### config.mk
export PLATFORM = sky130hd
export DESIGN_NAME = pid_loop_sequencer
export DESIGN_NICKNAME = d
export VERILOG_FILES = /design/src/rtl/pid_pkg.sv /design/src/rtl/float_int_convert.sv /design/src/rtl/pid_loop_sequencer.sv
export SDC_FILE = /design/constraint.sdc
export NUM_CORES = 1
export LEC_CHECK = 0
export CORE_MARGIN = 4
export CORE_UTILIZATION = 25
export DETAILED_ROUTE_END_ITERATION = 8
export GPL_ROUTABILITY_DRIVEN = 0
export PLACE_DENSITY = 0.46
export SLEW_MARGIN = 15
export SYNTH_ARGS = -nofsm -noshare
export SYNTH_HDL_FRONTEND = slang
export SYNTH_SLANG_ARGS = --single-unit
export TNS_END_PERCENT = 10
### constraint.sdc
create_clock -name clock -period 10.2 [get_ports clock]
set_input_delay 3.06 -clock clock [delete_from_list [all_inputs] [get_ports clock]]
set_output_delay 3.06 -clock clock [all_outputs]
set_load 0.01 [all_outputs]
### src/rtl/pid_pkg.sv
// Shared definitions for the PID loop sequencer and the PID_controller it talks to.
package pid_pkg;

  typedef enum logic [2:0] {
    S_IDLE   = 3'd0,
    S_SAMPLE = 3'd1,
    S_I2F    = 3'd2,
    S_ISSUE  = 3'd3,
    S_WAIT   = 3'd4,
    S_F2I    = 3'd5,
    S_OUTPUT = 3'd6
  } seq_state_t;

  localparam logic [7:0] EXP_BIAS    = 8'd127;
  localparam logic [7:0] EXP_NAN_INF = 8'd255;
  localparam int         MANT_W      = 23;

  localparam logic [2:0] OP_ADD = 3'd0;
  localparam logic [2:0] OP_SUB = 3'd1;
  localparam logic [2:0] OP_MUL = 3'd2;
  localparam logic [2:0] OP_I2F = 3'd3;
  localparam logic [2:0] OP_F2I = 3'd4;

endpackage

### src/rtl/float_int_convert.sv
// Combinational int32 -> IEEE single (truncating) and IEEE single -> saturated int32.
// Zero latency; no flow control, callers register the outputs.
module float_int_convert
  import pid_pkg::*;
#(
  parameter int PWM_MAX = 4000
) (
  input  logic [31:0] int_in,
  output logic [31:0] float_out,
  input  logic [31:0] float_in,
  output logic [31:0] int_out
);

  localparam logic [31:0] LIM = PWM_MAX[31:0];

  logic [31:0] mag;
  logic [31:0] norm;
  logic [4:0]  msb;

  always_comb begin
    mag = int_in[31] ? (~int_in + 32'd1) : int_in;
    msb = 5'd0;
    for (int i = 0; i < 32; i++) begin
      if (mag[i]) msb = i[4:0];
    end
    norm = mag << (5'd31 - msb);
    if (mag == 32'd0) begin
      float_out = 32'd0;
    end else begin
      float_out = {int_in[31], EXP_BIAS + {3'b000, msb}, norm[30 -: MANT_W]};
    end
  end

  logic        f_sign;
  logic [7:0]  f_exp;
  logic [22:0] f_mant;
  logic [7:0]  sh;
  logic [31:0] sig;
  logic [31:0] mag_f;
  logic [31:0] lim_mag;
  logic        sat;
  logic        zero;

  always_comb begin
    f_sign = float_in[31];
    f_exp  = float_in[30:23];
    f_mant = float_in[22:0];
    sat    = 1'b0;
    zero   = 1'b0;
    sh     = 8'd0;
    sig    = {8'd0, 1'b1, f_mant};
    mag_f  = 32'd0;
    if (f_exp == 8'd0) begin
      zero = 1'b1;
    end else if (f_exp == EXP_NAN_INF) begin
      if (f_mant != 23'd0) zero = 1'b1;
      else                 sat  = 1'b1;
    end else if (f_exp < EXP_BIAS) begin
      zero = 1'b1;
    end else if (f_exp >= EXP_BIAS + 8'd31) begin
      sat = 1'b1;
    end else begin
      // Unbiased exponent is 0..30 here, so the shifted value fits in 31 bits.
      sh = f_exp - EXP_BIAS;
      if (sh >= 8'(MANT_W)) mag_f = sig << (sh - 8'(MANT_W));
      else                  mag_f = sig >> (8'(MANT_W) - sh);
      if (mag_f > LIM) sat = 1'b1;
    end
    lim_mag = sat ? LIM : (zero ? 32'd0 : mag_f);
    int_out = f_sign ? (~lim_mag + 32'd1) : lim_mag;
  end

endmodule

### src/rtl/pid_loop_sequencer.sv
// Periodic sample -> float -> PID update -> float result -> saturated pwm sequencer.
// Tick to update_controller 3 cycles, pwm_valid RESULT_LATENCY+3 later; ticks while busy are counted and dropped.
module pid_loop_sequencer
  import pid_pkg::*;
#(
  parameter int PERIOD         = 50000,
  parameter int RESULT_LATENCY = 40,
  parameter int PWM_MAX        = 4000
) (
  input  logic        clock,
  input  logic        reset,
  input  logic        enable,
  input  logic [31:0] position,
  input  logic [31:0] result,
  output logic [31:0] state,
  output logic        update_controller,
  output logic [31:0] pwm,
  output logic        pwm_valid,
  output logic        busy,
  output logic [15:0] overrun_count
);

  localparam int CW = $clog2(PERIOD);
  localparam int WW = $clog2(RESULT_LATENCY + 1);

  seq_state_t  fsm_q, fsm_d;
  logic [CW-1:0] period_cnt;
  logic [WW-1:0] wait_cnt;
  logic          tick;
  logic [31:0]   pos_q;
  logic [31:0]   res_q;
  logic [31:0]   conv_float;
  logic [31:0]   conv_int;

  assign tick = (period_cnt == CW'(PERIOD - 1));

  float_int_convert #(.PWM_MAX(PWM_MAX)) u_conv (
    .int_in    (pos_q),
    .float_out (conv_float),
    .float_in  (res_q),
    .int_out   (conv_int)
  );

  always_ff @(posedge clock or posedge reset) begin
    if (reset) period_cnt <= '0;
    else       period_cnt <= tick ? '0 : period_cnt + CW'(1);
  end

  always_ff @(posedge clock or posedge reset) begin
    if (reset) fsm_q <= S_IDLE;
    else       fsm_q <= fsm_d;
  end

  always_comb begin
    fsm_d = fsm_q;
    case (fsm_q)
      S_IDLE:   if (tick && enable) fsm_d = S_SAMPLE;
      S_SAMPLE: fsm_d = S_I2F;
      S_I2F:    fsm_d = S_ISSUE;
      S_ISSUE:  fsm_d = S_WAIT;
      S_WAIT:   if (wait_cnt == WW'(1)) fsm_d = S_F2I;
      S_F2I:    fsm_d = S_OUTPUT;
      S_OUTPUT: fsm_d = S_IDLE;
      default:  fsm_d = S_IDLE;
    endcase
  end

  always_ff @(posedge clock or posedge reset) begin
    if (reset) begin
      pos_q         <= '0;
      res_q         <= '0;
      state         <= '0;
      wait_cnt      <= '0;
      pwm           <= '0;
      pwm_valid     <= 1'b0;
      overrun_count <= '0;
    end else begin
      pwm_valid <= 1'b0;
      case (fsm_q)
        S_SAMPLE: pos_q    <= position;
        S_I2F:    state    <= conv_float;
        S_ISSUE:  wait_cnt <= WW'(RESULT_LATENCY);
        S_WAIT:   wait_cnt <= wait_cnt - WW'(1);
        S_F2I:    res_q    <= result;
        S_OUTPUT: begin
          pwm       <= conv_int;
          pwm_valid <= 1'b1;
        end
        default: ;
      endcase
      if (tick && fsm_q != S_IDLE && overrun_count != 16'hFFFF)
        overrun_count <= overrun_count + 16'd1;
    end
  end

  assign update_controller = (fsm_q == S_ISSUE);
  assign busy              = (fsm_q != S_IDLE);

endmodule

==> qor.csv, run 1 <==
stage;metric;value;unit
synthesis;yosysMostFrequentCell;dfrtp_1;
clocking;cts_hold_buffers;0;
detailed_routing;first_iter_violations;1199;
synthesis;ys.warnings.count;0;
floorplanning;initial_core_util;0.2547;
global_routing;overflow;0;
pwr;leakagePower;6.742;nW
worst_setup_path;path_cells;inv_1 -> ha_2 -> buf_4 -> nor2b_1 -> a21boi_0 -> nor2_1 -> mux4_2 -> nor4_1 -> o22ai_1 -> o21bai_1 -> nand3_1 -> nor2_1 -> nand2_1 -> ha_1 -> nand3_1 -> nor3b_1 -> a311oi_2 -> a21o_1;
detailed_routing;first_pass_iters;5;
sta;relSlewSlack;0.2652;
detailed_routing;routed_wl;48540;microns
synthesis;synth_area;14470;sq um
worst_setup_path;cp_slowest_cell;nor2_1;
floorplanning;dieArea;61800;sq um
synthesis;synth_edf_count;0;
global_routing;antenna_found_initial;1;
sta;setup_viol;0;
global_routing;met1_usage;0.2058;
worst_setup_path;rrSetupSlack;2770;ps
floorplanning;dieHeight;248.6;microns
synthesis;synth_top_area_frac;0.2940;
sta;period_needed;7426;ps
pwr;ir_drop;135.0;uV
global_routing;met3_usage;0.02905;
placed_design;dp_hpwl;35890;microns
worst_setup_path;startpoint_type;register;
worst_setup_path;worst-path-max-fanout;63;
clocking;cts_made_buffers;17;
global_routing;grt_use_met2;0.2527;
synthesis;synth_common_cells;170 x dfrtp_1, 162 x nand2_1, 94 x clkbuf_1;
global_routing;grt_pass1_vias;12901;
floorplanning;ios;150;
detailed_routing;route.detailed.drc;0;
sta;grt_setup_unrepaired;false;
clocking;insertion_delay;490;ps
floorplanning;core;56820;sq um
floorplanning;rows;87;
worst_setup_path;worstPathRequired;10610;ps
worst_setup_path;worstSetupEndpointType;register;
synthesis;syn-instance-count;1606;
global_routing;grt_max_degree;97;
detailed_routing;vias_per_cell;5.468;
synthesis;synthTopCellsByArea;dfrtp_1 29%, mux4_2 7.3%, mux2_2 6.6%;
synthesis;syn_area_per_cell;9.011;sq um
floorplanning;die_x;248.6;microns
global_routing;grt_pass1_wl;77540;microns
sta;clock_skew;18.00;ps
clocking;htree_levels;4;
synthesis;synth_area_leader_cell;dfrtp_1;
synthesis;synthFlopType;dfrtp_1;
sta;timing.hold.ws;461.0;ps
sta;maxSlewViolCount;0;
clocking;cts.path.max_buffers;2;
synthesis;ys_seq_area_frac;0.2940;
synthesis;ys_seq_elements;170;
synthesis;syn_nets;1688;
layout;diodes;0;
synthesis;synth-async-reset-ratio;1.000;
clocking;cts.clk_slew.worst_paths;80;ps
clocking;cts_sinks;170;
sta;finalCritPeriodShare;0.7280;
synthesis;synth.distinct_cells;95;
clocking;cts_tree;done;
worst_setup_path;setup.worst_path.class;reg -> reg;
sta;tns;0;ps
worst_setup_path;critPathMaxStageDelay;900;ps
clocking;clockRootBuffer;clkbuf_16;
layout;nets;1730;
layout;final_layout_size_suffix_gt1_frac;0.1458;
detailed_routing;vias;13210;
min_path;min_path_type;reg -> reg;
layout;final_core_util;0.3002;
run_status;status;finished clean;
sta;hold_viol;0;
pwr;powerDensity;99.75;nW/um^2
clocking;post-cts-setup-buffer-count;0;
worst_setup_path;crit_arrival;7840;ps
sta;max_freq;134.7;MHz
placed_design;port_buffers;149;
sta;worst_slew_pin_slew;1098;ps
layout;syn_to_final_growth;17.88;%
global_routing;busiest_layer;met2;
clocking;post_cts_resized;0;
detailed_routing;wl_per_cell;20.09;microns
detailed_routing;postRouteAntennaNets;0;
job;maxCapViolCount;0;
global_routing;grt_use_total;0.1549;
[layer usage]
layer,share of wire,vias to the layer above
met5,0,-
met4,0.028,0
met3,0.051,81
met2,0.48,411
met1,0.44,6563
li1,-,6155
[final cells by class]
| type | instances | area, sq um |
|---|---|---|
| multi-input cells | 1258 | 9503 |
| fillers | 5987 | 39760 |
| flip-flops and latches | 170 | 4255 |
| clock buffers | 19 | 452.9 |
| clock inverters | 12 | 138.9 |
| well taps | 756 | 945.9 |
| inverters | 33 | 128.9 |
| repair buffers | 168 | 1634 |
[worst paths after layout]
path                                                 end  depth (start not counted)                    start
max                                  pwm[30]$_DFFE_PP0P_                         18    res_q[23]$_DFFE_PP0P_
min                              period_cnt[0]$_DFF_PP0_                          1  period_cnt[0]$_DFF_PP0_
max reg2reg                          pwm[30]$_DFFE_PP0P_                         18    res_q[23]$_DFFE_PP0P_
min reg2reg                      period_cnt[0]$_DFF_PP0_                          1  period_cnt[0]$_DFF_PP0_
max in group asynchronous          res_q[30]$_DFFE_PP0P_                          3                    reset
min in group asynchronous  overrun_count[14]$_DFFE_PP0P_                          2                    reset
[placed cells by master (no fill, tap or decap), drive strengths merged, types with 9 or more instances in the layout]
cell,netlist,final
ha,15,15
dfrtp,170,170
clkbuf,94,19
o21ai,88,88
o22ai,11,11
nand3,41,41
mux2i,92,92
nor3,62,62
buf,51,19
mux4,47,47
or2,17,17
or4,10,10
and2,9,9
clkdlybuf4s50,0,149
o31ai,18,18
o41ai,15,15
a31oi,18,18
a211oi,23,23
o211ai,23,23
xor2,37,37
xnor2,46,46
a21oi,66,66
nor2,91,91
nor4,26,26
a22oi,10,10
nand2b,11,11
nand2,163,163
o21a,18,18
a21o,12,12
nand4,29,29
inv,30,34
a311oi,10,10
and3,11,11
or3,20,20
mux2,85,85
[flip-flops by register name (all words and copies together) (netlist names)]
signal	flops
pos_q	32
pwm	32
res_q	32
state	32
overrun_count	16
period_cnt	16
wait_cnt	6
fsm_q	3
pwm_valid	1
[where the power goes]
group,internal [mW],switching (mW),leakage (nW),total (mW)
clock,0.374,0.314,0.279,0.688
combinational,0.136,0.176,4.21,0.312
sequential,0.680,0.0210,2.26,0.701
[cells by family (layout without fill, tap and decap cells)]
logic type,count (synthesis),after routing,share of synthesized area
flops,170,170,0.2940
simple gates,533,533,0.1874
buf+inv,178,232,0.05205
xor+xnor,84,84,0.05309
mux,224,224,0.2029
fa+ha+maj,15,15,0.01297
compound gates,402,402,0.1976
[worst max-delay path, delay by kind of cell, from the launching register on]
kind / cells / cell delay, ps
multiplexers: 1 / 620
AND/OR/NAND/NOR: 8 / 2980
adder cells (fa/ha/maj): 2 / 560
flip-flops: 1 / 470
AO/OA/AOI/OAI: 5 / 1590
buffers and inverters: 2 / 1070
[through the flow]
| step | setup WS (ps) | power (mW) | cells | area (sq um) |
|---|---|---|---|---|
| 6_report | 2774 | 1.702 | 2416 | 17060 |
| 5_1_grt | 2094 | 1.778 | 2416 | 17060 |
| 4_1_cts | 2848 | 1.726 | 2416 | 17060 |
| 3_5_place_dp | 2901 | 1.022 | 2385 | 16470 |
| 3_3_place_gp | 3191 | 1.023 | 2385 | 16470 |
| 2_1_floorplan | 2537 | 0.9290 | 1606 | 14470 |
(Power assumes the default switching activity.)
==> inputs of run 2 (changes only) <==
==> constraint.sdc (replaced) <==
create_clock -name clock -period 6.9 [get_ports clock]
set_input_delay 2.07 -clock clock [delete_from_list [all_inputs] [get_ports clock]]
set_output_delay 2.07 -clock clock [all_outputs]
set_load 0.01 [all_outputs]
==> run 2 against run 1 <==
Net effect: non-clock buffer count rose by 5; power rose by 48%; via count rose by 0.40%; setup slack got worse by 2300 ps; flip-flop and latch count did not move; utilization rose by 0.088 points; sequential share of layout area fell by 0.073 points; worst hold slack improved by 9.5 ps; combinational power rose by 52%; critical endpoint unchanged; register-to-register slack got worse by 2300 ps; critical path depth fell by 1.
==> qor.csv, run 2 (same netlist as run 1, synthesis figures left out) <==
stage;metric;value;unit
worst_setup_path;worstSetupEndpointType;register;
clocking;cts.clk_slew.worst_paths;70;ps
sta;clock_skew;17.48;ps
clocking;cts_sinks;170;
sta;setup_viol;0;
placed_design;placed_area;16520;sq um
worst_setup_path;worstSetupEndpoint;pwm[30]$_DFFE_PP0P_;
worst_setup_path;critical_path.top_delay_family;simple AND/OR/NAND/NOR gates;
placed_design;dp_hpwl;36060;microns
worst_setup_path;path_cells;inv_1 -> ha_2 -> nor2b_1 -> a31oi_1 -> nand2_1 -> or3_1 -> a311oi_1 -> o211ai_1 -> o21bai_1 -> nand3_1 -> nor2_1 -> nand2_1 -> ha_1 -> nand3_1 -> nor3b_1 -> a311oi_2 -> a21o_1;
detailed_routing;postRouteAntennaNets;0;
placed_design;preCtsSetupSlack;580.2;ps
detailed_routing;first_pass_iters;6;
clocking;post_cts_resized;0;
floorplanning;dieHeight;248.6;microns
clocking;clockRootBuffer;clkbuf_16;
layout;multi_input_area;9517;sq um
worst_setup_path;path_buf_inv;1;
worst_setup_path;reg2reg_depth;17;
worst_setup_path;cp-startpoint;res_q[23]$_DFFE_PP0P_;
pwr;leakagePower;6.767;nW
pwr;powerDensity;146.7;nW/um^2
detailed_routing;routed_wl;48740;microns
sta;timing.hold.ws;470.5;ps
floorplanning;die_x;248.6;microns
global_routing;grt_max_degree;100;
worst_setup_path;critPathMaxStageDelay;730;ps
worst_setup_path;rrSetupSlack;460;ps
layout;syn_to_final_growth;18.23;%
floorplanning;core;56820;sq um
worst_setup_path;timing.rr.end;pwm[30]$_DFFE_PP0P_;
run_status;status;finished clean;
sta;finalCritPeriodShare;0.9334;
layout;fill_cells;6009;
sta;grt_setup_unrepaired;false;
worst_setup_path;r2r_start;res_q[23]$_DFFE_PP0P_;
sta;maxSlewViolCount;0;
worst_setup_path;cp_num_cells;17;
worst_setup_path;worstPathRequired;7310;ps
detailed_routing;vias;13263;
clocking;cts_made_buffers;17;
clocking;cts.path.max_buffers;2;
worst_setup_path;startpoint_type;register;
floorplanning;initial_core_util;0.2547;
placed_design;port_buffers;149;
layout;final_layout_size_suffix_gt1_frac;0.1483;
floorplanning;dieArea;61800;sq um
floorplanning;rows;87;
clocking;insertion_delay;490;ps
clocking;cts_tree;done;
layout;diodes;0;
detailed_routing;vias_per_cell;5.476;
layout;regArea;4255;sq um
detailed_routing;first_iter_violations;1286;
sta;period_needed;6440;ps
sta;hold_viol;0;
clocking;htree_levels;4;
clocking;post-cts-setup-buffer-count;0;
detailed_routing;wl_per_cell;20.12;microns
layout;final_core_util;0.3011;
worst_setup_path;worst-path-max-fanout;17;
layout;final_common_cell;dfrtp_1;
floorplanning;ios;150;
pwr;ir_drop;199.7;uV
detailed_routing;route.detailed.drc;0;
sta;tns;0;ps
worst_setup_path;cp_slowest_cell;a311oi_2;
sta;worst_slew_pin_slew;1004;ps
min_path;min_path_type;reg -> reg;
global_routing;grt_pass1_wl;77790;microns
layout;mostFrequentLayoutCells;169 x dfrtp_1, 162 x nand2_1, 149 x clkdlybuf4s50_1, 92 x mux2i_1, 88 x nor2_1;
layout;fin_area;17110;sq um
global_routing;grt_use_total;0.1551;
job;maxCapViolCount;0;
clocking;cts_hold_buffers;0;
worst_setup_path;crit_arrival;6850;ps
sta;setup_slack;459.7;ps
global_routing;grt_pass1_vias;13007;
sta;max_freq;155.3;MHz
global_routing;antenna_found_initial;0;
sta;relSlewSlack;0.3292;
worst_setup_path;setup.worst_path.class;reg -> reg;
global_routing;overflow;0;
layout;nets;1735;
run 2: cell count changes in the layout (fill, tap and decap cells not counted), moves of 2 or more:
cell and delta:
clkbuf_8 -2, inv_6 -2, clkbuf_1 +3, buf_4 +4
run 2: per-layer routing:
metal  routed length (microns)  track usage  vias up
li1                          -            -     6160
met1                     21980       0.2081     6611
met2                     23390       0.2558      430
met3                      2456      0.03239       62
met4                       918      0.03975        0
met5                         0            0        -
run 2: report_power, final:
group / total [mW] / leakage (nW) / switching [mW] / internal (mW)
sequential: 1.04 / 2.26 / 0.0311 / 1.01
combinational: 0.473 / 4.24 / 0.267 / 0.207
clock: 1.00 / 0.269 / 0.464 / 0.537
run 2: cell type report:
class	count	area share
multi-input cells	1258	0.5562
flip-flops and latches	170	0.2487
repair buffers	173	0.09844
well taps	756	0.05529
clock buffers	20	0.02552
clock inverters	12	0.008264
inverters	33	0.007533
run 2: worst min-delay path by stage:
stage | from | endpoint | cells after the start
6_report | period_cnt[0]$_DFF_PP0_ | period_cnt[0]$_DFF_PP0_ | 1
2_1_floorplan | period_cnt[0]$_DFF_PP0_ | period_cnt[0]$_DFF_PP0_ | 1
3_5_place_dp | period_cnt[0]$_DFF_PP0_ | period_cnt[0]$_DFF_PP0_ | 1
4_1_cts | period_cnt[0]$_DFF_PP0_ | period_cnt[0]$_DFF_PP0_ | 1
3_3_place_gp | period_cnt[0]$_DFF_PP0_ | period_cnt[0]$_DFF_PP0_ | 1
5_1_grt | period_cnt[0]$_DFF_PP0_ | period_cnt[0]$_DFF_PP0_ | 1
run 2: worst reg2reg max path, stage by stage (launching register included):
cell	delay, ps
dfrtp_2	410
inv_1	400
ha_2	470
nor2b_1	210
a31oi_1	660
nand2_1	620
or3_1	520
a311oi_1	290
o211ai_1	160
o21bai_1	270
nand3_1	270
nor2_1	580
nand2_1	190
ha_1	290
nand3_1	80
nor3b_1	80
a311oi_2	730
a21o_1	150
run 2: through the flow:
stage | cells | power, mW
global placement | 2390 | 1.524
finish | 2422 | 2.511
floorplan | 1606 | 1.373
detailed placement | 2390 | 1.518
CTS | 2422 | 2.553
global route | 2422 | 2.635
==> inputs of run 3 (changes only) <==
--- a/config.mk
+++ b/config.mk
@@ -5,6 +5,7 @@
 export SDC_FILE = /design/constraint.sdc
 export NUM_CORES = 1
 export LEC_CHECK = 0
+export CORE_ASPECT_RATIO = 1.4
 export CORE_MARGIN = 4
 export CORE_UTILIZATION = 25
 export DETAILED_ROUTE_END_ITERATION = 8
==> run 3 against run 2 <==
Net effect: setup slack better by 230 ps; clock power is essentially flat; cell area increased by 0.19%; non-clock buffer count rose by 10; sequential power barely moved; first-iteration DRC count is 22% lower; combinational power rose by 2%; critical path type unchanged; sequential share of layout area hardly changed; critical endpoint is now pwm[16]$_DFFE_PP0P_; largest power group unchanged; die area is essentially flat; flip-flop and latch count is the same.
==> qor.csv, run 3 (same netlist as run 1, synthesis figures left out) <==
stage;metric;value;unit
floorplanning;die_x;211.3;microns
placed_design;place_inst;2386;
clocking;cts.clk_slew.worst_paths;90;ps
layout;final_common_cell;dfrtp_1;
sta;period_needed;6214;ps
min_path;min_from;period_cnt[0]$_DFF_PP0_;
min_path;hold_path_end;period_cnt[0]$_DFF_PP0_;
global_routing;grt_use_total;0.1645;
worst_setup_path;critical_path.top_delay_family;simple AND/OR/NAND/NOR gates;
global_routing;overflow;0;
detailed_routing;vias;13344;
clocking;cts_made_buffers;17;
layout;final_core_util;0.2987;
sta;finalCritPeriodShare;0.9005;
global_routing;grt_pass1_vias;13190;
worst_setup_path;path_cells;ha_1 -> a21bo_2 -> and2_1 -> inv_1 -> ha_1 -> nor4_1 -> o2111ai_1 -> a22oi_1 -> nand4_1 -> a41oi_2 -> nor2_1 -> nand2_1 -> ha_1 -> nand3_1 -> nor3b_1 -> a311oi_2 -> a21o_1;
sta;max_freq;160.9;MHz
clocking;insertion_delay;490;ps
worst_setup_path;timing.rr.end;pwm[16]$_DFFE_PP0P_;
detailed_routing;route.detailed.drc;0;
worst_setup_path;cp_slowest_cell;nor4_1;
layout;diodes;0;
layout;fill_cells;6063;
placed_design;dp_hpwl;39190;microns
min_path;min_path_type;reg -> reg;
min_path;whs_path_depth;1;
floorplanning;initial_core_util;0.2522;
pwr;powerDensity;145.2;nW/um^2
clocking;cts.path.max_buffers;2;
sta;tns;0;ps
clocking;post-cts-setup-buffer-count;0;
detailed_routing;first_iter_violations;998;
floorplanning;rows;104;
run_status;status;finished clean;
worst_setup_path;crit_arrival;6590;ps
pwr;leakagePower;6.814;nW
detailed_routing;postRouteAntennaNets;0;
sta;clock_skew;21.96;ps
worst_setup_path;startpoint_type;register;
worst_setup_path;setup.worst_path.class;reg -> reg;
detailed_routing;first_pass_iters;5;
global_routing;grt_max_degree;109;
worst_setup_path;reg2reg_depth;17;
detailed_routing;wl_per_cell;21.28;microns
worst_setup_path;critPathMaxStageDelay;830;ps
sta;relSlewSlack;0.2560;
sta;worst_slew_pin_slew;1108;ps
detailed_routing;vias_per_cell;5.521;
worst_setup_path;crit_top_cell;ha_1;
floorplanning;dieArea;61850;sq um
global_routing;antenna_found_initial;0;
worst_setup_path;path_buf_inv;1;
clocking;post_cts_resized;0;
worst_setup_path;r2r_start;res_q[25]$_DFFE_PP0P_;
floorplanning;core;57390;sq um
worst_setup_path;rrSetupSlack;690;ps
clocking;cts_hold_buffers;0;
layout;stdcell_count;2417;
worst_setup_path;worstPathRequired;7280;ps
worst_setup_path;worst-path-max-fanout;21;
global_routing;grt_pass1_wl;79940;microns
worst_setup_path;worstSetupEndpointType;register;
layout;mostFrequentLayoutCells;169 x dfrtp_1, 162 x nand2_1, 149 x clkdlybuf4s50_1, 92 x mux2i_1, 88 x nor2_1;
detailed_routing;routed_wl;51440;microns
layout;syn_to_final_growth;18.45;%
clocking;cts_tree;done;
placed_design;port_buffers;149;
floorplanning;ios;150;
floorplanning;dieHeight;292.7;microns
sta;grt_setup_unrepaired;false;
sta;maxSlewViolCount;0;
layout;final_layout_size_suffix_gt1_frac;0.1534;
sta;setup_viol;0;
job;maxCapViolCount;0;
clocking;htree_levels;4;
clocking;clockRootBuffer;clkbuf_16;
clocking;cts_sinks;170;
sta;hold_viol;0;
pwr;ir_drop;106.0;uV
pwr;fin_total_pwr;2.490;mW
layout;nets;1745;
run 3: cell count changes in the layout (fill, tap and decap cells not counted), sizes merged:
cell	delta
clkbuf	-3
clkinvlp	-2
bufinv	-1
buf	+10
clkinv	+1
inv	+4
run 3: metal layers:
layer	routed length, microns	vias up	track usage
met2	27210	473	0.2973
li1	-	6191	-
met4	2805	0	0.08692
met5	0	-	0
met1	18880	6532	0.1796
met3	2552	148	0.03353
run 3: through the flow:
stage | hold slack [ps] | instance area, sq um | worst slack (ps)
after detailed placement | 465.7 | 16580 | 855.4
after global placement | 454.0 | 16580 | 887.1
after global routing | 499.6 | 17140 | 34.23
after CTS | 478.6 | 17140 | 771.7
final | 473.8 | 17140 | 686.4
after floorplan | 432.9 | 14470 | 226.6
run 3: worst max path at each step:
stage	start	to	slack, ps	cells past startpoint
2_1_floorplan	reset	fsm_q[0]$_DFFE_PP0P_	230	1
3_3_place_gp	res_q[23]$_DFFE_PP0P_	pwm[30]$_DFFE_PP0P_	890	18
3_5_place_dp	res_q[23]$_DFFE_PP0P_	pwm[16]$_DFFE_PP0P_	860	16
4_1_cts	res_q[23]$_DFFE_PP0P_	pwm[30]$_DFFE_PP0P_	770	16
5_1_grt	res_q[25]$_DFFE_PP0P_	pwm[30]$_DFFE_PP0P_	30	17
6_report	res_q[25]$_DFFE_PP0P_	pwm[16]$_DFFE_PP0P_	690	17
run 3: area by class of cell:
cell class,instances,area [sq um],area share
sequential,170,4255,0.2482
clock buffer,17,425.4,0.02482
inverter,33,131.4,0.007664
multi-input combinational,1258,9503,0.5544
timing repair buffer,183,1759,0.1026
clock inverter,14,138.9,0.008102
tap,742,928.4,0.05416
run 3: power breakdown:
group / leakage (nW) / internal (mW) / switching (mW) / total (mW)
clock: 0.275 / 0.503 / 0.465 / 0.968
combinational: 4.28 / 0.208 / 0.275 / 0.484
sequential: 2.26 / 1.01 / 0.0325 / 1.04
